`config.mk`:
```
export PLATFORM = sky130hd
export DESIGN_NAME = conv_frame_sequencer
export DESIGN_NICKNAME = d
export VERILOG_FILES = /design/src/rtl/conv_frame_sequencer.sv
export SDC_FILE = /design/constraint.sdc
export NUM_CORES = 1
export LEC_CHECK = 0
export ABC_CLOCK_PERIOD_IN_PS = 9800
export CAP_MARGIN = 15
export CORE_MARGIN = 4
export CORE_UTILIZATION = 65
export CTS_BUF_LIST = sky130_fd_sc_hd__clkbuf_16
export DETAILED_ROUTE_END_ITERATION = 10
export DONT_BUFFER_PORTS = 1
export PLACE_DENSITY = 0.81
export SKIP_CTS_REPAIR_TIMING = 1
export SYNTH_ARGS = -nofsm -noshare
export SYNTH_HDL_FRONTEND = slang
export SYNTH_SLANG_ARGS = --single-unit
```
`constraint.sdc`:
```
create_clock -name clk -period 9.8 [get_ports clk]
set_input_delay 0.98 -clock clk [delete_from_list [all_inputs] [get_ports clk]]
set_output_delay 0.98 -clock clk [all_outputs]
set_load 0.01 [all_outputs]
```
`src/rtl/conv_frame_sequencer.sv`:
```
// rtl/conv_frame_sequencer.sv - frame-level read/write sequencer for the 3x3 convolution filter
//
// Walks the frame-buffer read port over every pixel and then re-reads the first
// IMAGE_WIDTH+1 pixels so the filter's row delay and pipeline drain the tail of
// the frame. A tag pipe that matches the filter latency marks which filter
// outputs are real, and where each one belongs in the output buffer.
//
// Ports:
//   clk, rst_n     clock, asynchronous active-low reset (deassertion synchronised)
//   start          frame request pulse, honoured only while idle
//   rd_grant       shared read port granted this cycle
//   rd_address     frame-buffer / filter read address
//   rd_valid       read issued this cycle
//   filt_data      filter output
//   wr_address     output-buffer write address (centre pixel)
//   wr_data        filtered pixel, zero when wr_en is low
//   wr_en          output-buffer write strobe
//   busy           high whenever not idle
//   done           one-cycle frame completion pulse
//   stall_cycles   denied-read cycle count (only when CONV_SEQ_PERF_EN is defined)
module conv_frame_sequencer #(
   parameter int IMAGE_WIDTH  = 320,
   parameter int IMAGE_HEIGHT = 240,
   parameter int PIXEL_BITS   = 12,
   parameter int PIPE_LATENCY = 6,
   parameter int ADDR_BITS    = $clog2(IMAGE_WIDTH*IMAGE_HEIGHT)
) (
   input  logic                  clk,
   input  logic                  rst_n,
   input  logic                  start,
   input  logic                  rd_grant,
   output logic [ADDR_BITS-1:0]  rd_address,
   output logic                  rd_valid,
   input  logic [PIXEL_BITS-1:0] filt_data,
   output logic [ADDR_BITS-1:0]  wr_address,
   output logic [PIXEL_BITS-1:0] wr_data,
   output logic                  wr_en,
   output logic                  busy,
   output logic                  done
`ifdef CONV_SEQ_PERF_EN
   ,
   output logic [31:0]           stall_cycles
`endif
);

   localparam int VW     = ADDR_BITS + 1;
   localparam int N      = IMAGE_WIDTH * IMAGE_HEIGHT;
   localparam int OFFSET = IMAGE_WIDTH + 1;

   localparam logic [VW-1:0] N_V        = VW'(N);
   localparam logic [VW-1:0] OFF_V      = VW'(OFFSET);
   localparam logic [VW-1:0] RUN_LAST   = VW'(N - 1);
   localparam logic [VW-1:0] DRAIN_LAST = VW'(N + OFFSET - 1);

   typedef enum logic [2:0] {
      S_IDLE,
      S_RUN,
      S_DRAIN,
      S_FLUSH,
      S_DONE
   } state_t;

   state_t state, state_nxt;

   // Reset asserts immediately but releases two clocks after rst_n rises.
   logic [1:0] rst_sync;
   logic       rst_int_n;

   always_ff @(posedge clk or negedge rst_n) begin
      if (!rst_n) rst_sync <= 2'b00;
      else        rst_sync <= {rst_sync[0], 1'b1};
   end

   assign rst_int_n = rst_sync[1];

   logic [VW-1:0]           vaddr;
   logic                    issuing;
   logic                    accept;
   logic [PIPE_LATENCY-1:0] pipe_v;
   logic [VW-1:0]           pipe_a [PIPE_LATENCY];
   logic [PIPE_LATENCY-1:0] pipe_upstream;
   logic [VW-1:0]           tail_a;

   assign issuing  = (state == S_RUN) || (state == S_DRAIN);
   assign rd_valid = issuing && rd_grant;
   assign accept   = (state == S_IDLE) && start;

   // Addresses past the frame wrap onto the first OFFSET pixels to push the tail through.
   assign rd_address = ADDR_BITS'((vaddr < N_V) ? vaddr : (vaddr - N_V));

   // Every stage except the tail is empty: the last tagged result leaves this cycle.
   assign pipe_upstream = pipe_v << 1;

   always_comb begin
      state_nxt = state;
      case (state)
         S_IDLE:  if (start) state_nxt = S_RUN;
         S_RUN:   if (rd_valid && (vaddr == RUN_LAST)) state_nxt = S_DRAIN;
         S_DRAIN: if (rd_valid && (vaddr == DRAIN_LAST)) state_nxt = S_FLUSH;
         S_FLUSH: if (pipe_upstream == '0) state_nxt = S_DONE;
         S_DONE:  state_nxt = S_IDLE;
         default: state_nxt = S_IDLE;
      endcase
   end

   always_ff @(posedge clk or negedge rst_int_n) begin
      if (!rst_int_n) state <= S_IDLE;
      else            state <= state_nxt;
   end

   always_ff @(posedge clk or negedge rst_int_n) begin
      if (!rst_int_n)    vaddr <= '0;
      else if (accept)   vaddr <= '0;
      else if (rd_valid) vaddr <= vaddr + VW'(1);
   end

   // Tag pipe shifts every cycle so denied reads show up as write gaps downstream.
   always_ff @(posedge clk or negedge rst_int_n) begin
      if (!rst_int_n) begin
         pipe_v <= '0;
         for (int i = 0; i < PIPE_LATENCY; i++) pipe_a[i] <= '0;
      end else begin
         pipe_v[0] <= rd_valid;
         pipe_a[0] <= vaddr;
         for (int i = 1; i < PIPE_LATENCY; i++) begin
            pipe_v[i] <= pipe_v[i-1];
            pipe_a[i] <= pipe_a[i-1];
         end
      end
   end

   assign tail_a = pipe_a[PIPE_LATENCY-1];

   // The first OFFSET results are still filling the row delay and are discarded.
   assign wr_en      = pipe_v[PIPE_LATENCY-1] && (tail_a >= OFF_V);
   assign wr_address = wr_en ? ADDR_BITS'(tail_a - OFF_V) : '0;
   assign wr_data    = wr_en ? filt_data : '0;

   assign busy = (state != S_IDLE);
   assign done = (state == S_DONE);

`ifdef CONV_SEQ_PERF_EN
   always_ff @(posedge clk or negedge rst_int_n) begin
      if (!rst_int_n)
         stall_cycles <= '0;
      else if (accept)
         stall_cycles <= '0;
      else if (issuing && !rd_grant && (stall_cycles != '1))
         stall_cycles <= stall_cycles + 32'd1;
   end
`endif

endmodule

```
Word-level counts from Yosys, hierarchy flattened:

Index checks and enable logic that the tools add are counted.

* ROM bits: 0
* bits in latches: 0
* bits in writable memories: 0
* bits of input ports: 16
* word-level logic and storage cells: 46
* memories: 0
* output and inout port bits: 50
* register bits: 137

* divide/modulo/power cells: 0
* magnitude comparators: 2
* multiply operators: 0
* shifts and indexed selects: 0
* bitwise operators: 0
* multiplexer cells: 10
* reduce and logical (&&, ||, !) cells: 11
* $add $sub $neg: 3
* eq/ne operators: 10

Operators by type and width (number)
* 18-bit by 17-bit equality test with 1-bit output (second input constant): 2
* 18-bit 2-to-1 mux: 2
* 17-bit 2-to-1 mux: 2
* 18-bit by 1-bit adder with 18-bit output (second input constant): 1
* 18-bit by 9-bit greater-or-equal comparator with 1-bit output (second input constant): 1
* 18-bit by 17-bit < comparator with 1-bit output (second input constant): 1
* 17-bit subtractor (second input constant): 1
* 17-bit by 9-bit subtractor with 17-bit output (second input constant): 1
* 12-bit 2-to-1 mux: 1
* 3-bit 2-to-1 mux: 4
* 3-bit one-hot mux with 4 select lines: 1
* 3-bit by 2-bit equality test with 1-bit output (second input constant): 2
* 6-bit zero test: 1
* 1-bit logical AND: 5
* 2-bit by 1-bit != test with 1-bit output (second input constant): 2
* 2-bit != test (second input constant): 2
* 4-bit AND reduction: 1
* 3-bit by 1-bit equality test with 1-bit output (second input constant): 1
* 3-bit equality test (second input constant): 1
* 3-bit zero test: 1
* 3-bit nonzero test: 1
* 2-bit nonzero test: 1
* 1-bit logical OR: 1

Depth between registers and ports, before layout:

Gate-level depths: netlist of the first run.

* depth in word-level cells: 6
* mapped depth: 9
* gate-level depth less buffers: 8

Worst setup path after synthesis of the first run:

No wires, ideal clock.

* path type: flip-flop to output port
* start point: reg vaddr[10]
* end point: out rd_address[13]
* slack: 6.939 ns
* arrival: 1.881 ns
* cell stages (with the launch flop): 7
* buffers on the path: 0
* data required time: 8.820 ns
* path through: dfrtp_1 -> ha_1 -> o21a_1 -> or3_1 -> a21oi_1 -> nand2b_1 -> xnor2_1

* longest elaborated chain between the ends: 2
* elaborated cells on any way between the ends: 3
* classes of those cells: add/sub (1); order compare (1); mux (1)

Ends and longest elaborated chain
* start: declaration: RTL line 76 `logic [VW-1:0] vaddr;`
* start signal: assignment: RTL line 114 `else if (rd_valid) vaddr <= vaddr + VW'(1);`
* 17-bit subtractor / 18-bit by 17-bit < comparator with 1-bit output (equally long branches): RTL line 89 `assign rd_address = ADDR_BITS'((vaddr < N_V) ? vaddr : (vaddr - N_V));`
* 17-bit 2-to-1 mux *: RTL line 89
* end: declaration: RTL line 32 `output logic [ADDR_BITS-1:0] rd_address,`

Mark *: on every way between the ends. The rest lies on a longest branch, timed or not.

Worst setup path after layout of the first run:

* start point: reg pipe_a (netlist bit tail_a[3])
* end point: out wr_data[10]

* longest elaborated chain between the ends: 3

Ends and longest elaborated chain
* start: declaration: RTL line 80 `logic [VW-1:0] pipe_a [PIPE_LATENCY];`
* start signal: indexed assignment: RTL line 127 `pipe_a[i] <= pipe_a[i-1];`
* 18-bit by 9-bit greater-or-equal comparator with 1-bit output: RTL line 135 `assign wr_en = pipe_v[PIPE_LATENCY-1] && (tail_a >= OFF_V);`
* 1-bit logical AND: RTL line 135
* net wr_en: RTL line 37 `output logic wr_en,`
* 12-bit 2-to-1 mux: RTL line 137 `assign wr_data = wr_en ? filt_data : '0;`
* end: declaration: RTL line 36 `output logic [PIXEL_BITS-1:0] wr_data,`

The timed path passes the listed nets, and every way through them passes these cells.

==> impl_metrics.py, run 1 <==
metrics = {
    "clocking": {
        "root_buffer": "clkbuf_16",
        "htree_levels": 4,
        "cts.reportedPaths.clkPinSlew_ns": 0.06,
        "cts_tree": "built",
        "cts_made_buffers": 17,
        "clock_tree.buffer_depth": 2,
        "clk_latency_ns": 0.40,
        "clkSinkCount": 137,
    },
    "detailed_routing": {
        "drt_iter0_markers": 134,
        "top_layer": "met4",
        "wire_per_inst_um": 16.9,
        "vias": 2612,
        "drc": 0,
        "ant_nets": 0,
        "wl_um": 7980,
        "avgViaCountPerCell": 5.53,
        "met2_length_um": 4190,
        "wl_met1_um": 3220,
        "first_pass_iters": 4,
        "wl_met3_um": 428,
    },
    "logic_synthesis": {
        "postSynthAreaPerCell_um2": 13.5,
        "synth_top_cells_by_count": "dfrtp_1 (137), nor2_1 (34), nand2_1 (18)",
        "synth-edff-count": 0,
        "synthSimpleGateAreaFrac": 0.135,
        "synth_most_common_cell": "dfrtp_1",
        "muxShareOfSynthArea": 0.00645,
        "yosysUniqueCellTypes": 51,
        "synth_async_sr_flop_share": 1.00,
        "synthAdderAreaFrac": 0.0155,
        "yosysWarnings": 0,
        "synth_top_family_by_area": "simple AND/OR/NAND/NOR gates",
        "syn-num-nets": 382,
        "postSynthRegisterBits": 137,
        "synth_ff_type": "dfrtp_1",
        "synth_cells": 360,
        "yosysSeqAreaShare": 0.707,
        "synth_compound_area_frac": 0.0457,
        "yosysTopAreaCell": "dfrtp_1",
        "synth_area_leaders": "dfrtp_1 (71%), xnor2_1 (3.1%), nor2_1 (2.6%), xor2_1 (2.3%), buf_4 (1.5%)",
        "synth_xor_area_frac": 0.0542,
        "synthesis.area_mm2": 0.00485,
        "yosysTopAreaCellShare": 0.707,
    },
    "power": {
        "powerDensity_mw_per_mm2": 260,
        "switching_power_mw": 0.350,
        "pwr-share-comb": 0.068,
        "clockPowerShare": 0.451,
        "p_leak_nw": 2.68,
        "peakVddDrop_uv": 170,
        "power_mw": 1.43,
        "internal-power_mw": 1.08,
        "switching_share": 0.246,
        "seq_power_share": 0.481,
    },
    "critical_path": {
        "critPathKind": "reg2out",
        "regToRegStartpoint": "state[1]$_DFFE_PN0P_",
        "critPathArrivalTime_ns": 2.75,
        "cp.required_ns": 8.82,
        "r2r-end": "vaddr[15]$_DFFE_PN0P_",
        "crit_path_end_kind": "output pin",
        "rrSetupSlack_ns": 7.61,
        "crit_fanout": 15,
        "ff2ff_path_depth": 5,
        "startpoint_type": "flip-flop",
    },
    "global_route": {
        "grt_pass1_wl_um": 13500,
        "grt-ovfl-total": 0,
        "grt_max_degree": 87,
        "grt_pass1_vias": 2740,
        "antenna_found_initial": 0,
        "grt_usage": 0.205,
    },
    "sta": {
        "slew_headroom": 0.329,
        "hold_viol_final": 0,
        "final.setup.tns_ns": 0,
        "min_period_over_period": 0.381,
        "worst_pin_slew_ns": 1.01,
        "worst_slack_ns": 6.07,
        "fmax_mhz": 268,
        "setup_viol_count_final": 0,
        "slew_violations": 0,
        "rsz0062_at_grt": "no",
        "fin_crit_ns": 3.73,
        "fin_worst_skew_ns": 0.0118,
    },
    "final_layout": {
        "num-nets-final": 382,
        "area_delta_synth_final_pct": 13.1,
        "drive_gt1_frac": 0.137,
        "antenna_cells": 0,
    },
    "floorplan": {
        "io_pins": 66,
        "rows": 31,
        "coreArea_mm2": 0.00725,
        "die_w_um": 94.4,
        "fp.dieH_um": 94.4,
        "start_util": 0.668,
        "dieArea_mm2": 0.00890,
    },
    "run_status": {
        "outcome": "complete, no violations",
    },
    "placement": {
        "routabilityCongestion": 0.892,
        "dpl_worst_slack_ns": 6.47,
        "place_hpwl_um": 5070,
        "port-buffer-count": 0,
    },
    "hold_path": {
        "hold_path_class": "in2async",
    },
    "flow_run": {
        "maxCapViolCount": 0,
    },
}
[cells by family (layout without fill, tap and decap cells)]
group                      after synthesis  in the layout
AOI/OAI and AO/OA                       31             31
xor gates and xnor gates                30             30
adders and majority gates                6              6
buffers and inverters                   33             46
DFF                                    137            137
muxes                                    3              3
other                                    1              1
and+or+nand+nor                        119            119
[final cells by class]
cell class,count,area [um^2]
Sequential cell,137,3430
Fill cell,417,1770
Multi-Input combinational cell,190,1260
Clock buffer,17,425
Clock inverter,15,189
Tap cell,99,124
Inverter,13,48.8
Timing Repair Buffer,1,7.51
[worst max-delay path by stage]
| stage | startpoint | endpoint | slack, ns | cells past startpoint |
|---|---|---|---|---|
| 2_1_floorplan | rst_sync[1]$_DFF_PN0_ | pipe_a[100]$_DFF_PN0_ | 5.70 | 0 |
| 3_3_place_gp | tail_a[2]$_DFF_PN0_ | wr_data[10] | 6.63 | 5 |
| 3_5_place_dp | tail_a[2]$_DFF_PN0_ | wr_data[1] | 6.47 | 5 |
| 4_1_cts | tail_a[2]$_DFF_PN0_ | wr_data[1] | 6.03 | 5 |
| 5_1_grt | tail_a[2]$_DFF_PN0_ | wr_data[1] | 5.87 | 5 |
| 6_report | tail_a[3]$_DFF_PN0_ | wr_data[10] | 6.07 | 5 |
[flip-flops by register name, summed over array words and instances, names as in the netlist]
| name | flops |
|---|---|
| pipe_a | 90 |
| pipe_v | 6 |
| rst_sync | 2 |
| state | 3 |
| tail_a | 18 |
| vaddr | 18 |
[layer usage]
layer  vias up  global-route usage
met2        84               0.346
li1       1200                   -
met5         -                   0
met1      1313               0.250
met4         0              0.0734
met3        15              0.0637
[per-stage QoR]
stage | instance area (um^2) | hold WS, ns | util | cells
2_1_floorplan | 4850 | 0.331 | - | 360
3_3_place_gp | 4870 | 0.331 | 0.671 | 440
3_5_place_dp | 4870 | 0.335 | 0.671 | 440
4_1_cts | 5480 | 0.257 | 0.756 | 472
5_1_grt | 5480 | 0.246 | 0.756 | 472
6_report | 5480 | 0.273 | 0.756 | 472
[critical path: stages (launching register included)]
cell and delay, ns:
dfrtp_1 0.40, nor4_2 0.49, a31oi_1 0.39, o31ai_4 0.58
inv_2 0.23, and2_1 0.25
[power by group through the flow]
stage	Clock, mW	Combinational (mW)	Sequential [mW]
after detailed placement	0	0.0963	0.695
after global placement	0	0.0938	0.688
after floorplan	0	0.0955	0.678
after CTS	0.654	0.0983	0.688
final	0.643	0.0970	0.686
after global routing	0.685	0.110	0.696
[placed cells by master, fill, tap and decap left out, types with 7 or more instances in the layout]
master | Yosys | final
and2_4 | 8 | 8
clkbuf_16 | 0 | 17
dfrtp_1 | 137 | 136
inv_1 | 11 | 12
nand2_1 | 18 | 18
nand3_1 | 10 | 10
nor2_1 | 34 | 34
nor3_1 | 7 | 7
nor4_1 | 8 | 8
o21ai_0 | 8 | 8
xnor2_1 | 17 | 17
xor2_1 | 13 | 13
No activity file was read; power rests on OpenSTA's default activity.
==> run 2: changes to the inputs <==
ABC_CLOCK_PERIOD_IN_PS = 3800   (was 9800)
CORE_UTILIZATION = 62   (was 65)
PLACE_DENSITY = 0.78   (was 0.81)
clock period = 3.8 ns   (was 9.8 ns; I/O delays follow)
==> impl_metrics.py, run 2 (same netlist as run 1, synthesis figures left out) <==
metrics = {
    "floorplan": {
        "fp.dieH_um": 96.4,
        "dieArea_mm2": 0.00930,
        "start_util": 0.654,
        "coreArea_mm2": 0.00741,
        "io_pins": 66,
        "die_w_um": 96.4,
        "rows": 31,
    },
    "placement": {
        "dpl_worst_slack_ns": 1.14,
        "placedCellCount": 441,
        "port-buffer-count": 0,
        "routabilityCongestion": 0.847,
        "place_hpwl_um": 5060,
    },
    "power": {
        "peakVddDrop_uv": 468,
        "clockPowerShare": 0.454,
        "switching_power_mw": 0.890,
        "p_leak_nw": 2.69,
        "internal-power_mw": 2.83,
        "pwr-share-comb": 0.069,
        "switching_share": 0.239,
        "seq_power_share": 0.477,
        "powerDensity_mw_per_mm2": 674,
    },
    "global_route": {
        "grt-ovfl-total": 0,
        "antenna_found_initial": 0,
        "grt_pass1_wl_um": 13300,
        "grt_max_degree": 84,
        "grt_pass1_vias": 2720,
        "grt_usage": 0.196,
    },
    "clocking": {
        "clkSinkCount": 137,
        "cts_tree": "built",
        "clock_tree.buffer_depth": 2,
        "root_buffer": "clkbuf_16",
        "cts_made_buffers": 17,
        "htree_levels": 4,
        "cts.reportedPaths.clkPinSlew_ns": 0.06,
        "clk_latency_ns": 0.40,
    },
    "critical_path": {
        "crit_slowest_cell": "o31ai_4",
        "startpoint_type": "flip-flop",
        "slowest_delay_ns": 0.57,
        "critPathArrivalTime_ns": 2.72,
        "critical_path.top_delay_family": "compound AO/OA/AOI/OAI gates",
        "cp.required_ns": 3.42,
        "critPathKind": "reg2out",
        "crit_chain": "nor4_2 -> a31oi_1 -> o31ai_4 -> inv_2 -> and2_1",
        "crit_fanout": 15,
        "crit_path_end_kind": "output pin",
        "path_buf_inv": 1,
    },
    "sta": {
        "slew_violations": 0,
        "hold_viol_final": 0,
        "min_period_over_period": 0.817,
        "fin_worst_skew_ns": 0.00626,
        "rsz0062_at_grt": "no",
        "fin_hold_ws_ns": 0.214,
        "slew_headroom": 0.439,
        "fmax_mhz": 322,
        "setup_viol_count_final": 0,
        "fin_crit_ns": 3.10,
        "worst_pin_slew_ns": 0.837,
        "worst_slack_ns": 0.697,
        "final.setup.tns_ns": 0,
    },
    "final_layout": {
        "instances_no_fill": 474,
        "num-nets-final": 384,
        "largest_register_ffs": 90,
        "fin_util": 0.744,
        "nFillCells": 421,
        "final_common_cell": "dfrtp_1",
        "top_register": "pipe_a",
        "final_cell_mix": "dfrtp_1 (136), nor2_1 (34), nand2_1 (18)",
        "antenna_cells": 0,
        "drive_gt1_frac": 0.139,
        "area_delta_synth_final_pct": 13.8,
    },
    "detailed_routing": {
        "drc": 0,
        "first_pass_iters": 5,
        "vias": 2653,
        "avgViaCountPerCell": 5.60,
        "drt_iter0_markers": 226,
        "ant_nets": 0,
        "wire_per_inst_um": 16.9,
        "wl_um": 7990,
    },
    "run_status": {
        "outcome": "complete, no violations",
    },
    "hold_path": {
        "hold_path_class": "in2async",
    },
    "flow_run": {
        "maxCapViolCount": 0,
    },
}
run 2: stage by stage:
stage	area (um^2)	power (mW)
2_1_floorplan	4850	1.99
3_3_place_gp	4880	2.02
3_5_place_dp	4880	2.05
4_1_cts	5510	3.75
5_1_grt	5520	3.88
6_report	5520	3.72
run 2: final timing paths:
check,start,to,slack [ns],depth (start not counted)
hold / removal,rst_n,rst_sync[1]$_DFF_PN0_,0.21,1
min in group clk,pipe_a[75]$_DFF_PN0_,pipe_a[57]$_DFF_PN0_,0.34,0
hold reg to reg,pipe_a[75]$_DFF_PN0_,pipe_a[57]$_DFF_PN0_,0.34,0
setup / recovery,tail_a[2]$_DFF_PN0_,wr_data[10],0.70,5
setup reg to reg,state[1]$_DFFE_PN0P_,vaddr[17]$_DFFE_PN0P_,1.83,6
max in group asynchronous,rst_sync[1]$_DFF_PN0_,pipe_a[55]$_DFF_PN0_,2.60,1
run 2: cell type report:
class                           instances  area (um^2)  share of cell area
Multi-Input combinational cell        190         1250               0.226
Sequential cell                       137         3430               0.622
Tap cell                               99          124              0.0225
Clock buffer                           17          425              0.0771
Clock inverter                         15          199              0.0361
Inverter                               13         48.8             0.00885
Timing Repair Buffer                    3         37.5             0.00681
run 2: per-layer routing:
metal  up-vias  wire [um]  share of wire  GRT usage
li1       1204          -              -          -
met1      1329       3220           0.40      0.244
met2       110       4110           0.51      0.315
met3        10        572          0.072     0.0744
met4         0         90          0.011     0.0771
met5         -          0              0          0
run 2: worst reg2reg max path, cell delays in order, from the launching register on:
cell     delay, ns
dfrtp_1       0.58
xnor2_1       0.16
or2_1         0.36
inv_2         0.23
nand2_1       0.09
or3_1         0.34
a21oi_1       0.14
run 2: power groups by stage:
stage	clock [mW]	combinational [mW]	sequential, mW
after floorplan	0	0.246	1.75
after global routing	1.80	0.291	1.80
after global placement	0	0.245	1.78
after detailed placement	0	0.253	1.79
after CTS	1.72	0.259	1.78
final	1.69	0.258	1.77
==> run 3: changes to the inputs <==
ABC_CLOCK_PERIOD_IN_PS = 3250   (was 3800)
clock period = 3.25 ns   (was 3.8 ns; I/O delays follow)
==> impl_metrics.py, run 3 (same netlist as run 1, synthesis figures left out) <==
metrics = {
    "sta": {
        "rsz0062_at_grt": "no",
        "fin_crit_ns": 3.03,
        "slew_violations": 0,
        "min_period_over_period": 0.933,
        "final.setup.tns_ns": 0,
        "hold_viol_final": 0,
        "setup_viol_count_final": 0,
        "worst_pin_slew_ns": 0.869,
        "slew_headroom": 0.418,
        "fmax_mhz": 330,
        "fin_worst_skew_ns": 0.0137,
    },
    "detailed_routing": {
        "vias": 2706,
        "wl_um": 9100,
        "ant_nets": 0,
        "drc": 0,
        "drt_iter0_markers": 160,
        "avgViaCountPerCell": 5.67,
        "first_pass_iters": 4,
        "wire_per_inst_um": 19.1,
    },
    "clocking": {
        "clk_latency_ns": 0.41,
        "clock_tree.buffer_depth": 2,
        "clkSinkCount": 137,
        "cts.reportedPaths.clkPinSlew_ns": 0.06,
        "cts_made_buffers": 17,
        "htree_levels": 4,
        "root_buffer": "clkbuf_16",
        "cts_tree": "built",
    },
    "global_route": {
        "use_met3": 0.0658,
        "grt_usage": 0.219,
        "use_met2": 0.381,
        "top_usage_layer": "met2",
        "grt_pass1_vias": 2870,
        "grt_pass1_wl_um": 14500,
        "grt-ovfl-total": 0,
        "grt_max_degree": 71,
        "grt_util_met1": 0.253,
        "antenna_found_initial": 0,
    },
    "final_layout": {
        "design_area_mm2": 0.00554,
        "final_cell_mix": "dfrtp_1 (136), nor2_1 (34), nand2_1 (18)",
        "final_common_cell": "dfrtp_1",
        "num-nets-final": 387,
        "nFillCells": 436,
        "top_register": "pipe_a",
        "drive_gt1_frac": 0.146,
        "antenna_cells": 0,
        "area_delta_synth_final_pct": 14.2,
        "largest_register_ffs": 90,
    },
    "floorplan": {
        "die_w_um": 96.4,
        "coreArea_mm2": 0.00741,
        "io_pins": 66,
        "start_util": 0.654,
        "dieArea_mm2": 0.00930,
        "fp.dieH_um": 96.4,
        "rows": 31,
    },
    "critical_path": {
        "regToRegStartpoint": "vaddr[14]$_DFFE_PN0P_",
        "critical_path.top_delay_family": "compound AO/OA/AOI/OAI gates",
        "slowest_delay_ns": 0.53,
        "crit_slowest_cell": "a21oi_1",
        "crit_chain": "ha_1 -> o21a_1 -> or3_1 -> a21oi_1 -> nor2_1 -> xor2_1",
        "critPathArrivalTime_ns": 2.71,
        "cp.required_ns": 2.92,
        "startpoint_type": "flip-flop",
        "path_buf_inv": 0,
        "critPathKind": "reg2out",
        "critPathLaunch": "vaddr[10]$_DFFE_PN0P_",
        "crit_fanout": 6,
        "crit_path_end_kind": "output pin",
    },
    "flow_run": {
        "maxCapViolCount": 0,
    },
    "run_status": {
        "outcome": "complete, no violations",
    },
    "power": {
        "seq_power_share": 0.473,
        "internal-power_mw": 3.31,
        "powerDensity_mw_per_mm2": 794,
        "pwr-share-comb": 0.070,
        "switching_power_mw": 1.08,
        "p_leak_nw": 2.71,
        "peakVddDrop_uv": 457,
        "switching_share": 0.246,
        "clockPowerShare": 0.457,
    },
    "placement": {
        "port-buffer-count": 0,
        "place_hpwl_um": 5180,
        "placed_area_mm2": 0.00488,
        "routabilityCongestion": 0.934,
    },
    "hold_path": {
        "hold_path_class": "in2async",
    },
}
## run 3: cell types whose count changed in the layout (fill, tap and decap cells not counted), sizes merged
cell | previous run | this run
buf | 2 | 5
clkinv | 5 | 3
inv | 15 | 17
## run 3: stage by stage
step           hold WS, ns  std cells  power (mW)  utilization  setup WS, ns
2_1_floorplan       0.0294        360        2.33            -         0.973
3_3_place_gp        0.0295        441        2.36        0.659         0.688
3_5_place_dp        0.0295        441        2.39        0.659         0.600
4_1_cts             -0.409        473        4.43        0.743        0.0711
5_1_grt              0.150        477        4.58        0.748        0.0852
6_report             0.148        477        4.40        0.748         0.217
## run 3: worst register-to-register path: cells and delay by family (launching register included)
kind / cells / cell delay, ns
AO/OA/AOI/OAI: 2 / 0.49
flip-flops: 1 / 0.47
AND/OR/NAND/NOR: 3 / 1.00
## run 3: power by group through the flow
stage | logic [mW] | clock network, mW | registers (mW)
2_1_floorplan | 0.288 | 0 | 2.04
3_3_place_gp | 0.282 | 0 | 2.08
3_5_place_dp | 0.292 | 0 | 2.10
4_1_cts | 0.303 | 2.04 | 2.09
5_1_grt | 0.348 | 2.13 | 2.11
6_report | 0.306 | 2.01 | 2.08
## run 3: path summary, 6_finish.rpt
kind                                         end  slack (ns)  cells after the start
min in group clk            pipe_a[27]$_DFF_PN0_        0.34                      0
min reg2reg                 pipe_a[27]$_DFF_PN0_        0.34                      0
max reg2reg                 state[1]$_DFFE_PN0P_        1.17                      5
max in group asynchronous   vaddr[4]$_DFFE_PN0P_        1.99                      1
max                               rd_address[14]        0.22                      6
min                        rst_sync[1]$_DFF_PN0_        0.15                      1
## run 3: per-layer routing
metal / vias to the layer above / part of all wire
li1: 1203 / -
met1: 1378 / 0.39
met2: 113 / 0.53
met3: 12 / 0.063
met4: 0 / 0.011
met5: - / 0
## run 3: cell type report
class                   instances  area (um^2)  area share
inverters                      13         48.8     0.00881
well taps                      99          124      0.0224
repair buffers                  6         60.1      0.0108
clock buffers                  17          425      0.0768
multi-input cells             190         1250       0.225
clock inverters                15          199      0.0359
flip-flops and latches        137         3430       0.620
